===== src/rtl/scoreboard_requester.sv =====
// rtl/scoreboard_requester.sv - request sequencer between a host port and a key/value scoreboard
module scoreboard_requester #(
    parameter int KEY_W = 8,
    parameter int VAL_W = 4,
    parameter int DEPTH = 4,
    parameter int TMO   = 64
) (
    input  logic                     i_clk,
    input  logic                     i_rstn,
    input  logic                     i_req_valid,
    output logic                     o_req_ready,
    input  logic [1:0]               i_req_op,
    input  logic [KEY_W-1:0]         i_req_key,
    input  logic [VAL_W-1:0]         i_req_val,
    output logic                     o_sb_write,
    output logic                     o_sb_read,
    output logic                     o_sb_flush,
    output logic [KEY_W+VAL_W-1:0]   o_sb_entry,
    input  logic                     i_sb_ack,
    input  logic                     i_sb_exists,
    input  logic [VAL_W-1:0]         i_sb_val,
    output logic                     o_rsp_valid,
    input  logic                     i_rsp_ready,
    output logic [1:0]               o_rsp_op,
    output logic                     o_rsp_exists,
    output logic [VAL_W-1:0]         o_rsp_val,
    output logic                     o_rsp_tmo,
    output logic [$clog2(DEPTH):0]   o_occupancy,
    output logic                     o_full
);

    localparam int OCC_W = $clog2(DEPTH) + 1;
    localparam int CNT_W = $clog2(TMO) + 1;
    localparam logic [1:0] OP_WRITE = 2'b01;
    localparam logic [1:0] OP_READ  = 2'b10;
    localparam logic [1:0] OP_FLUSH = 2'b11;
    localparam logic [OCC_W-1:0] OCC_MAX  = OCC_W'(DEPTH);
    localparam logic [CNT_W-1:0] CNT_LAST = CNT_W'(TMO - 1);

    typedef enum logic [1:0] {IDLE, BUSY, RESP, GAP} state_t;

    state_t           state;
    logic [1:0]       op_q;
    logic [CNT_W-1:0] busy_cnt;

    assign o_full   = (o_occupancy == OCC_MAX);
    assign o_rsp_op = op_q;

    // Writes are refused while full; the reserved op is never accepted.
    always_comb begin
        o_req_ready = 1'b0;
        if (i_rstn && state == IDLE) begin
            o_req_ready = (i_req_op != 2'b00) && !(i_req_op == OP_WRITE && o_full);
        end
    end

    always_ff @(posedge i_clk) begin
        if (!i_rstn) begin
            state        <= IDLE;
            op_q         <= 2'b00;
            busy_cnt     <= '0;
            o_sb_write   <= 1'b0;
            o_sb_read    <= 1'b0;
            o_sb_flush   <= 1'b0;
            o_sb_entry   <= '0;
            o_rsp_valid  <= 1'b0;
            o_rsp_exists <= 1'b0;
            o_rsp_val    <= '0;
            o_rsp_tmo    <= 1'b0;
            o_occupancy  <= '0;
        end else begin
            case (state)
                IDLE: begin
                    if (i_req_valid && o_req_ready) begin
                        op_q       <= i_req_op;
                        o_sb_entry <= {i_req_key, i_req_val};
                        busy_cnt   <= '0;
                        o_sb_write <= (i_req_op == OP_WRITE);
                        o_sb_read  <= (i_req_op == OP_READ);
                        o_sb_flush <= (i_req_op == OP_FLUSH);
                        state      <= BUSY;
                    end
                end
                BUSY: begin
                    if (i_sb_ack) begin
                        o_sb_write   <= 1'b0;
                        o_sb_read    <= 1'b0;
                        o_sb_flush   <= 1'b0;
                        o_rsp_exists <= (op_q == OP_WRITE) | i_sb_exists;
                        o_rsp_val    <= i_sb_val;
                        o_rsp_tmo    <= 1'b0;
                        o_rsp_valid  <= 1'b1;
                        state        <= RESP;
                        if (op_q == OP_WRITE && o_occupancy != OCC_MAX) begin
                            o_occupancy <= o_occupancy + OCC_W'(1);
                        end else if (op_q == OP_FLUSH && i_sb_exists && o_occupancy != '0) begin
                            o_occupancy <= o_occupancy - OCC_W'(1);
                        end
                    end else if (busy_cnt == CNT_LAST) begin
                        o_sb_write   <= 1'b0;
                        o_sb_read    <= 1'b0;
                        o_sb_flush   <= 1'b0;
                        o_rsp_exists <= 1'b0;
                        o_rsp_val    <= '0;
                        o_rsp_tmo    <= 1'b1;
                        o_rsp_valid  <= 1'b1;
                        state        <= RESP;
                    end else begin
                        busy_cnt <= busy_cnt + CNT_W'(1);
                    end
                end
                RESP: begin
                    if (i_rsp_ready) begin
                        o_rsp_valid <= 1'b0;
                        state       <= GAP;
                    end
                end
                // One idle cycle so back-to-back strobes always show a fresh rising edge.
                GAP: begin
                    state <= IDLE;
                end
                default: begin
                    state <= IDLE;
                end
            endcase
        end
    end

endmodule

===== config.mk =====
export PLATFORM = sky130hd
export DESIGN_NAME = scoreboard_requester
export DESIGN_NICKNAME = d
export VERILOG_FILES = /design/src/rtl/scoreboard_requester.sv
export SDC_FILE = /design/constraint.sdc
export NUM_CORES = 1
export LEC_CHECK = 0
export BUFFER_PORTS_ARGS = -buffer_cell sky130_fd_sc_hd__buf_4
export CORE_MARGIN = 5
export CORE_UTILIZATION = 45
export DETAILED_ROUTE_END_ITERATION = 10
export HOLD_SLACK_MARGIN = 0.15
export PLACE_DENSITY = 0.71
export SLEW_MARGIN = 5
export SYNTH_ARGS = -nofsm -noshare
export SYNTH_HDL_FRONTEND = slang
export SYNTH_SLANG_ARGS = --single-unit

===== constraint.sdc =====
create_clock -name i_clk -period 2.2 [get_ports i_clk]
set_input_delay 0.33 -clock i_clk [delete_from_list [all_inputs] [get_ports i_clk]]
set_output_delay 0.33 -clock i_clk [all_outputs]
set_load 0.005 [all_outputs]

Word-level counts from Yosys, hierarchy flattened. Index checks and enable logic that the tools add are counted.

RAM bits: 0. Flip-flop bits (word level): 36. Word-level logic and storage cells: 82. ROM bits: 0. Output and inout bits: 29. Input bits: 24. Bits in latches: 0. Memories: 0.

Add/sub/neg operators: 3. Reductions and logical operators: 22. Mux-type cells: 28. Equality and inequality tests: 16. Magnitude comparators: 0. Multipliers: 0. Bitwise gates (word level): 1. Divide/modulo/power cells: 0. Shift-type cells: 0.

Operators by type and width (count): 2-to-1 mux 7 bit (3); one-hot mux 7 bit (2 select lines) (1); AND reduction 3 bit (4); 2-to-1 mux 1 bit (11); equality test 2 bit, second input constant (5); nonzero test 2 bit (5); 2-to-1 mux 2 bit (4); 2-to-1 mux 4 bit (2); one-hot mux 1 bit (2 select lines) (4); one-hot mux 2 bit (4 select lines) (1); adder 7 x 1 -> 7 bit, second input constant (1); equality test 7 x 6 -> 1 bit, second input constant (1); logical AND 1 bit (7); equality test 2 x 1 -> 1 bit, second input constant (3); 2-to-1 mux 3 bit (2); inequality test 2 bit, second input constant (3); inequality test 3 bit, second input constant (2); AND reduction 2 bit (2); AND reduction 4 bit (1); adder 3 x 1 -> 3 bit, second input constant (1); equality test 3 bit, second input constant (1); nonzero test 3 bit (1); subtractor 3 x 1 -> 3 bit, second input constant (1); logical NOT 2 bit (1); other kinds (3) (3).

Logic depth before layout (Yosys ltp). Gate-level depths: netlist (run 1).

Depth in word-level cells: 8. Depth in mapped cells: 9. Gate-level depth less buffers: 7.

Least setup slack after synthesis (run 1). Ideal clock, no wire load.

Path kind: flip-flop to flip-flop. From: reg state[1]. To: reg busy_cnt[2]. Data required time: 2.084 ns. Arrival: 1.701 ns. Slack: 0.383 ns. Cell stages (with the launch flop): 10. Path buffers: 2. Setup time: 0.116 ns. Cell sequence: dfxtp_1 > inv_1 > ha_1 > buf_6 > and2_1 > buf_6 > a21oi_4 > a21boi_4 > o21ai_1 > a31o_2.

Cells in the longest elaborated chain, start to end: 6. Elaborated cells between the ends (all ways): 11.

RTL lines: start: declaration (RTL line 42) `state_t state;`; start signal: assignment (RTL line 59) `state <= IDLE;`; start signal: assignment (RTL line 81) `state <= BUSY;`; start signal: assignment (RTL line 93) `state <= RESP;`; logical NOT 2 bit (RTL line 52, 72); logical AND 1 bit (RTL line 52) `if (i_rstn && state == IDLE) begin`; 2-to-1 mux 1 bit (RTL line 52); logical AND 1 bit (RTL line 74) `if (i_req_valid && o_req_ready) begin`; inequality test 2 x 1 -> 1 bit (no line); AND reduction 4 bit (no line); end signal: assignment (RTL line 109) `busy_cnt <= busy_cnt + CNT_W'(1);`; end: declaration (RTL line 44) `logic [CNT_W-1:0] busy_cnt;`.

Several ways; a longest one is shown, not always the timed one. A chain may end at the register's enable or synchronous reset.

Final worst setup path (run 1). Ends and elaborated chain as after synthesis.

==> results of run 1 <==
## power groups by stage
stage	Clock, mW	Combinational [mW]	Sequential, mW
after floorplan	0	0.475	0.821
after global placement	0	0.685	0.820
after detailed placement	0	0.695	0.823
after CTS	0.518	0.695	0.808
after global routing	0.545	0.772	0.824
final	0.497	0.681	0.807
## cell families after synthesis
kind of cell    synth area share, %
flops                         40.62
xor+xnor                     0.9875
mux                           2.257
buf+inv                       5.782
fa+ha+maj                     4.654
simple gates                  22.99
compound gates                22.71
## through the flow
step | util, % | setup WS, ns | cells
floorplan | - | 0.3830 | 191
global placement | 57.79 | 0.2743 | 283
detailed placement | 57.79 | 0.1896 | 283
CTS | 60.36 | 0.1819 | 290
global route | 60.36 | 0.03583 | 290
finish | 60.36 | 0.2003 | 290
## Yosys cell counts, types with 3 or more instances
| cell | instances |
|---|---|
| ha_1 | 5 |
| nor3b_1 | 4 |
| o21a_1 | 3 |
| a22oi_1 | 4 |
| o21ai_1 | 7 |
| a21oi_4 | 3 |
| dfxtp_1 | 36 |
| a21oi_1 | 5 |
| inv_1 | 6 |
| a21boi_0 | 4 |
| buf_6 | 5 |
| nor2b_1 | 8 |
| nand2b_1 | 4 |
| clkbuf_1 | 3 |
| and3_1 | 4 |
| o21ai_0 | 5 |
| mux2i_1 | 4 |
| nand3_1 | 7 |
| nand2_1 | 37 |
| o21ai_2 | 7 |
## final cells by class
class / count / area [µm²]
Tap cell: 48 / 60.06
Sequential cell: 36 / 720.7
Fill cell: 343 / 1484
Inverter: 7 / 26.28
Clock buffer: 7 / 96.34
Timing Repair Buffer: 54 / 405.4
Multi-Input combinational cell: 138 / 950.9
## state kept, by name, indices dropped and copies added (netlist names), 2 cells and up
signal and cells:
state 2, o_sb_entry 12, o_rsp_val 4, busy_cnt 7, o_occupancy 3, o_rsp_op 2
## metal layers
layer  vias to the layer above  GRT usage [%]
met5                         -              0
met4                         0          7.377
met3                         6          4.683
met2                        46          23.65
met1                       655          20.30
li1                        760              -
## worst max-delay path: stages, from the launching register on
cell and delay [ns]:
dfxtp_1 0.35, inv_1 0.08, ha_1 0.26, and2_1 0.31, a21oi_4 0.26, a21boi_4 0.30
o21ai_1 0.09, a31o_2 0.24
## worst paths after layout
path | from | end | slack (ns) | depth (start not counted)
hold / removal | i_req_val[1] | o_sb_entry[1] | 0.24 | 3
hold reg to reg | busy_cnt[6] | busy_cnt[6] | 0.43 | 2
setup reg to reg | state[1] | busy_cnt[2] | 0.20 | 7
setup / recovery | state[1] | busy_cnt[2] | 0.20 | 7
==> results_dict.tcl, run 1 <==
set metrics [dict create \
    outcome "finished clean" \
    fin_area_um2 2260 \
    drive_gt1_share_pct 34.30 \
    drt-total-wl_mm 3.734 \
    synth.cell_area_um2 1774 \
    clock-sinks 36 \
    switching_share_pct 31.39 \
    power_frac_seq_pct 40.7 \
    syn2layout_area_growth_pct 27.36 \
    hold_violations 0 \
    dr.max_layer_used "met4" \
    async_reset_ff_share_pct 0 \
    placed_area_um2 2163 \
    clk_latency_ns 0.28 \
    avgSynthCellArea_um2 9.289 \
    worst_clock_skew_ns 0.003708 \
    syn_inst 191 \
    clock-root-buffer "clkbuf_8" \
    maxSlewViolCount 0 \
    synthFlopType "dfxtp_1" \
    cap_violations 0 \
    ir_drop_mv 0.5028 \
    cts_buffer_depth 2 \
    dp_hpwl_mm 2.875 \
    cp.arrival_ns 2.18 \
    p_int_mw 1.362 \
    start_util_pct 47.39 \
    first_pass_iters 4 \
    clock_power_share_pct 25.0 \
    antenna_left 0 \
    clock.fmax_mhz 500.1 \
    synth_top_area_share_pct 40.62 \
    max-slew-margin-rel_pct 74.02 \
    layout_common_cells "54 x buf_4, 37 x nand2_1, 36 x dfxtp_1" \
    drt-wirelength-per-cell_um 12.88 \
    chipWidth_um 72.79 \
    yosysWarnings 0 \
    wl_met3_um 339 \
    combPwrFrac_pct 34.3 \
    num_vias 1467 \
    post-route-period-util_pct 90.90 \
    postCtsSetupBuffers 0 \
    switchingPower_mw 0.6231 \
    io_pins 53 \
    layout_commonest_cell "buf_4" \
    die_area_um2 5298 \
    antenna_found_initial 0 \
    p_leak_nw 0.9596 \
    holdBufCountCts 0 \
    grt_first_pass_wirelength_mm 6.444 \
    final_nets 272 \
    tritoncts "yes" \
    critical_path_class "reg -> reg" \
    first_global_vias 1400 \
    antennaDiodeCount 0 \
    cp.required_ns 2.38 \
    drt_first_iter_violations 52 \
    fp-row-count 22 \
    cts_buffers 5 \
    wl_met2_mm 1.571 \
    track_usage_pct 15.64 \
    cts_resized 0 \
    period_needed_ns 2.000 \
    synth_top_area_cell "dfxtp_1" \
    synth-seq-cells 36 \
    place_congestion 0.7475 \
    end_kind "flip-flop" \
    crit_fanout 8 \
    core_um2 3744 \
    setup_viol 0 \
    met1_length_mm 1.749 \
    synth_edf_count 0 \
    finalPower_mw 1.985 \
    tns_ns 0 \
    p_per_area_nw_per_um2 878.5 \
    ys_seq_area_share_pct 40.62 \
    grt_max_degree 28 \
    ys_types 46 \
    synth.area.top_cells "dfxtp_1 41%, nand2_1 7.8%, ha_1 3.5%" \
    die_y_um 72.79 \
    clk_pin_slew_ns 0.07 \
    htreeDepth 2 \
    via_per_inst 5.059 \
    rsz0062_at_grt "no" \
    syn_nets 221 \
    worst_pin_slew_ns 0.3896 \
    drc 0 \
    min_path_type "in -> reg" \
    fin_hold_ws_ns 0.2399 \
    grt_overflow 0 \
    cp-start-kind "flip-flop" \
    portBuffers 52 \
]
Power figures use the tool's default switching activity.
==> run 2: changes to the inputs <==
--- a/config.mk
+++ b/config.mk
@@ -7,10 +7,10 @@
 export LEC_CHECK = 0
 export BUFFER_PORTS_ARGS = -buffer_cell sky130_fd_sc_hd__buf_4
 export CORE_MARGIN = 5
-export CORE_UTILIZATION = 45
+export CORE_UTILIZATION = 51
 export DETAILED_ROUTE_END_ITERATION = 10
 export HOLD_SLACK_MARGIN = 0.15
-export PLACE_DENSITY = 0.71
+export PLACE_DENSITY = 0.79
 export SLEW_MARGIN = 5
 export SYNTH_ARGS = -nofsm -noshare
 export SYNTH_HDL_FRONTEND = slang
==> run 2 against run 1 <==
Net effect: die area down 10%; combinational power about the same; largest cell class unchanged; largest power group unchanged; clock skew up 0.0039 ns.
==> results_dict.tcl, run 2 (synthesis results as in run 1) <==
set metrics [dict create \
    die_area_um2 4758 \
    setup_viol 0 \
    cp.arrival_ns 1.68 \
    start_util_pct 52.75 \
    postCtsSetupBuffers 0 \
    end_kind "primary output" \
    ff2ff_path_depth 7 \
    clock-root-buffer "clkbuf_4" \
    crit-reg2reg-capture "busy_cnt[2]" \
    cp-start-kind "flip-flop" \
    num_vias 1494 \
    cp.required_ns 1.87 \
    first_pass_iters 4 \
    layout_commonest_cell "buf_4" \
    fp-row-count 21 \
    layout_setup_ws_ns 0.1853 \
    hold_violations 0 \
    r2r_slack_ns 0.23 \
    cp_top_family "simple AND/OR/NAND/NOR gates" \
    clock-sinks 36 \
    clk_latency_ns 0.33 \
    maxSlewViolCount 0 \
    chipWidth_um 68.98 \
    period_needed_ns 2.015 \
    worst_clock_skew_ns 0.007650 \
    place_congestion 0.7808 \
    cap_violations 0 \
    core_um2 3363 \
    path_buf_inv 1 \
    io_pins 53 \
    track_usage_pct 16.11 \
    cts_resized 0 \
    largestRegisters "o_sb_entry: 12 flops, busy_cnt: 7 flops, o_rsp_val: 4 flops" \
    fin_area_um2 2215 \
    htreeDepth 2 \
    rsz0062_at_grt "no" \
    holdBufCountCts 0 \
    p_per_area_nw_per_um2 835.5 \
    dp.cells 280 \
    drt-total-wl_mm 3.635 \
    tns_ns 0 \
    antennaDiodeCount 0 \
    stdcell_count 288 \
    crit_path_start "o_occupancy[0]" \
    grt_overflow 0 \
    portBuffers 52 \
    drt-wirelength-per-cell_um 12.62 \
    die_y_um 68.98 \
    grt_first_pass_wirelength_mm 5.775 \
    antenna_found_initial 0 \
    placed_area_um2 2153 \
    outcome "finished clean" \
    endpoint "o_req_ready" \
    max_stage_delay_ns 0.46 \
    cts_buffer_depth 2 \
    critical_path_class "reg -> out" \
    worst_pin_slew_ns 0.4036 \
    crit_fanout 5 \
    clk_pin_slew_ns 0.10 \
    regMostFlops "o_sb_entry" \
    dp_hpwl_mm 2.696 \
    max-slew-margin-rel_pct 73.10 \
    syn2layout_area_growth_pct 24.82 \
    final_nets 271 \
    crit_cells 4 \
    tritoncts "yes" \
    antenna_left 0 \
    p_leak_nw 0.9424 \
    cp_slowest_cell "or3b_4" \
    drc 0 \
    hold_start "i_req_val[2]" \
    min_path_type "in -> reg" \
    ir_drop_mv 0.4561 \
    cts_buffers 5 \
    finalPower_mw 1.850 \
    clock.fmax_mhz 496.3 \
    largest_register_ffs 12 \
    post-route-period-util_pct 91.58 \
    drt_first_iter_violations 86 \
    dpl_worst_slack_ns 0.2379 \
    r2r-start "state[1]" \
    first_global_vias 1272 \
    grt_max_degree 45 \
    crit_chain "or3b_4 -> a21o_1 -> and3_1 -> buf_4" \
    nFillCells 301 \
    via_per_inst 5.188 \
    layout_common_cells "53 x buf_4, 37 x nand2_1, 36 x dfxtp_1" \
    drive_gt1_share_pct 34.30 \
]
## run 2: changes by cell type in the layout (fill, tap and decap cells not counted)
cell / before / now
clkinv_2: 0 / 2
clkbuf_8: 7 / 1
clkbuf_4: 0 / 5
buf_4: 54 / 53
## run 2: routing by layer
metal	up-vias	wire length [µm]	global-route usage, %
li1	763	-	-
met1	669	1676	21.27
met2	57	1591	24.17
met3	5	318	5.348
met4	0	48	6.326
met5	-	0	0
## run 2: tightest hold or removal path: cells and delay by family
family / cells / cell delay [ns]
buffers and inverters: 1 / 0.07
and+or+nand+nor: 1 / 0.05
AOI/OAI and AO/OA: 1 / 0.05
## run 2: worst min path at each step
stage,endpoint,slack (ns),cells after the start
6_report,o_sb_entry[2],0.20,3
5_1_grt,o_sb_entry[1],0.16,3
4_1_cts,o_sb_entry[2],0.18,3
3_5_place_dp,busy_cnt[6],0.43,2
3_3_place_gp,busy_cnt[6],0.43,2
2_1_floorplan,busy_cnt[6],0.41,2
## run 2: final cells by class
cell class	count	area, µm²	area share (%)
Sequential cell	36	720.7	32.54
Timing Repair Buffer	53	397.9	17.97
Multi-Input combinational cell	138	950.9	42.94
Clock inverter	2	10.01	0.4520
Tap cell	46	57.56	2.599
Clock buffer	6	51.30	2.316
Inverter	7	26.28	1.186
## run 2: power by group
| part | total (mW) | leakage (nW) | switching [mW] | internal, mW |
|---|---|---|---|---|
| registers | 0.806 | 0.293 | 0.0586 | 0.747 |
| logic | 0.682 | 0.611 | 0.347 | 0.335 |
| clock network | 0.363 | 0.0380 | 0.211 | 0.152 |
## run 2: stage by stage
stage / hold slack [ns] / util (%)
2_1_floorplan: 0.4077 / -
3_3_place_gp: 0.4260 / 64.03
3_5_place_dp: 0.4261 / 64.03
4_1_cts: 0.1790 / 65.85
5_1_grt: 0.1631 / 65.85
6_report: 0.1952 / 65.85
==> run 3: changes to the inputs <==
==> constraint.sdc (replaced) <==
create_clock -name i_clk -period 2.07 [get_ports i_clk]
set_input_delay 0.3105 -clock i_clk [delete_from_list [all_inputs] [get_ports i_clk]]
set_output_delay 0.3105 -clock i_clk [all_outputs]
set_load 0.005 [all_outputs]
==> run 3 against run 2 <==
Net effect: combinational power increased by 11%; setup slack worse by 0.095 ns; wire length grew 5.8%; global-route usage increased by 1.2 points; clock skew about the same; non-clock buffer count rose by 4; cell area is 1.7% higher; utilization grew 1.1 points; total power rose by 9.5%; clock power is 14% higher; final cell count grew 1.0%.
==> results_dict.tcl, run 3 (synthesis results as in run 1) <==
set metrics [dict create \
    antenna_found_initial 0 \
    cp.required_ns 1.76 \
    clk_latency_ns 0.34 \
    post-route-period-util_pct 95.65 \
    drc 0 \
    setup_viol 0 \
    grt_overflow 0 \
    syn2layout_area_growth_pct 26.94 \
    rsz0062_at_grt "no" \
    cts_buffers 5 \
    cts_buffer_depth 2 \
    antenna_left 0 \
    largest_register_ffs 12 \
    largestRegisters "o_sb_entry: 12 flops, busy_cnt: 7 flops, o_rsp_val: 4 flops" \
    track_usage_pct 17.33 \
    worst_clock_skew_ns 0.007329 \
    clock.fmax_mhz 505.1 \
    die_y_um 68.98 \
    first_pass_iters 4 \
    drt_first_iter_violations 98 \
    start_util_pct 52.75 \
    end_kind "primary output" \
    cp.arrival_ns 1.67 \
    fp-row-count 21 \
    max-slew-margin-rel_pct 80.58 \
    worst_pin_slew_ns 0.2913 \
    place_congestion 0.8789 \
    htreeDepth 2 \
    portBuffers 52 \
    core_um2 3363 \
    maxSlewViolCount 0 \
    antennaDiodeCount 0 \
    grt_first_pass_wirelength_mm 6.092 \
    clock-sinks 36 \
    clock-root-buffer "clkbuf_4" \
    die_area_um2 4758 \
    clk_pin_slew_ns 0.10 \
    cap_violations 0 \
    layout_commonest_cell "buf_4" \
    drive_gt1_share_pct 35.10 \
    tritoncts "yes" \
    via_per_inst 5.158 \
    min_path_type "in -> reg" \
    crit_fanout 5 \
    critical_path_class "reg -> out" \
    drt-wirelength-per-cell_um 13.22 \
    hold_violations 0 \
    postCtsSetupBuffers 0 \
    layout_common_cells "56 x buf_4, 37 x nand2_1, 35 x dfxtp_1" \
    dp_hpwl_mm 2.892 \
    chipWidth_um 68.98 \
    first_global_vias 1389 \
    nFillCells 284 \
    num_vias 1501 \
    io_pins 53 \
    final_nets 275 \
    tns_ns 0 \
    regMostFlops "o_sb_entry" \
    ir_drop_mv 0.6140 \
    grt_max_degree 30 \
    p_per_area_nw_per_um2 899.6 \
    drt-total-wl_mm 3.846 \
    cp-start-kind "flip-flop" \
    outcome "finished clean" \
    final_util_pct 66.96 \
    period_needed_ns 1.980 \
    p_leak_nw 0.9609 \
]
run 3: worst paths after layout:
check	start	to	slack, ns	depth (start not counted)
worst min-delay path	i_req_key[6]	o_sb_entry[10]	0.16	3
worst min register to register	busy_cnt[6]	busy_cnt[6]	0.44	2
worst max-delay path	o_occupancy[0]	o_req_ready	0.09	4
worst max register to register	state[0]	busy_cnt[2]	0.20	7
run 3: through the flow:
| step | total power, mW | hold WS, ns | std cells | instance area [µm²] | setup slack, ns |
|---|---|---|---|---|---|
| 3_5_place_dp | 1.632 | 0.4279 | 283 | 2176 | 0.2250 |
| 2_1_floorplan | 1.378 | 0.4077 | 191 | 1774 | 0.2530 |
| 3_3_place_gp | 1.609 | 0.4158 | 283 | 2176 | 0.2904 |
| 5_1_grt | 2.170 | 0.1601 | 291 | 2252 | 0.003266 |
| 4_1_cts | 2.047 | 0.1525 | 291 | 2251 | 0.06971 |
| 6_report | 2.026 | 0.1616 | 291 | 2252 | 0.09002 |
run 3: where the power goes:
| group | total [mW] | switching, mW | internal [mW] |
|---|---|---|---|
| combinational | 0.755 | 0.383 | 0.372 |
| clock | 0.415 | 0.222 | 0.192 |
| sequential | 0.856 | 0.0615 | 0.794 |
run 3: layout make-up:
| class | instances | area, µm² | area share (%) |
|---|---|---|---|
| flip-flops and latches | 36 | 721.9 | 32.06 |
| repair buffers | 57 | 430.4 | 19.11 |
| multi-input cells | 138 | 950.9 | 42.22 |
| clock buffers | 7 | 65.06 | 2.889 |
| inverters | 7 | 26.28 | 1.167 |
| well taps | 46 | 57.56 | 2.556 |
run 3: critical path: stages (launching register included):
cell	delay (ns)
dfxtp_1	0.38
or3b_4	0.45
a21o_1	0.20
and3_1	0.17
buf_4	0.13
run 3: repair_timing:
| item | CTS | global route |
|---|---|---|
| endpoints found under the hold margin | 1 | 0 |
| endpoints found under the setup margin | 0 | 1 |
| hold buffers | 1 | 0 |
| resized for setup | 0 | 1 |
run 3: routing by layer:
layer | vias to the layer above | global-route usage, % | wire length (µm)
li1 | 774 | - | -
met1 | 670 | 21.78 | 1763
met2 | 46 | 26.67 | 1655
met3 | 11 | 4.538 | 313
met4 | 0 | 9.976 | 113
met5 | - | 0 | 0
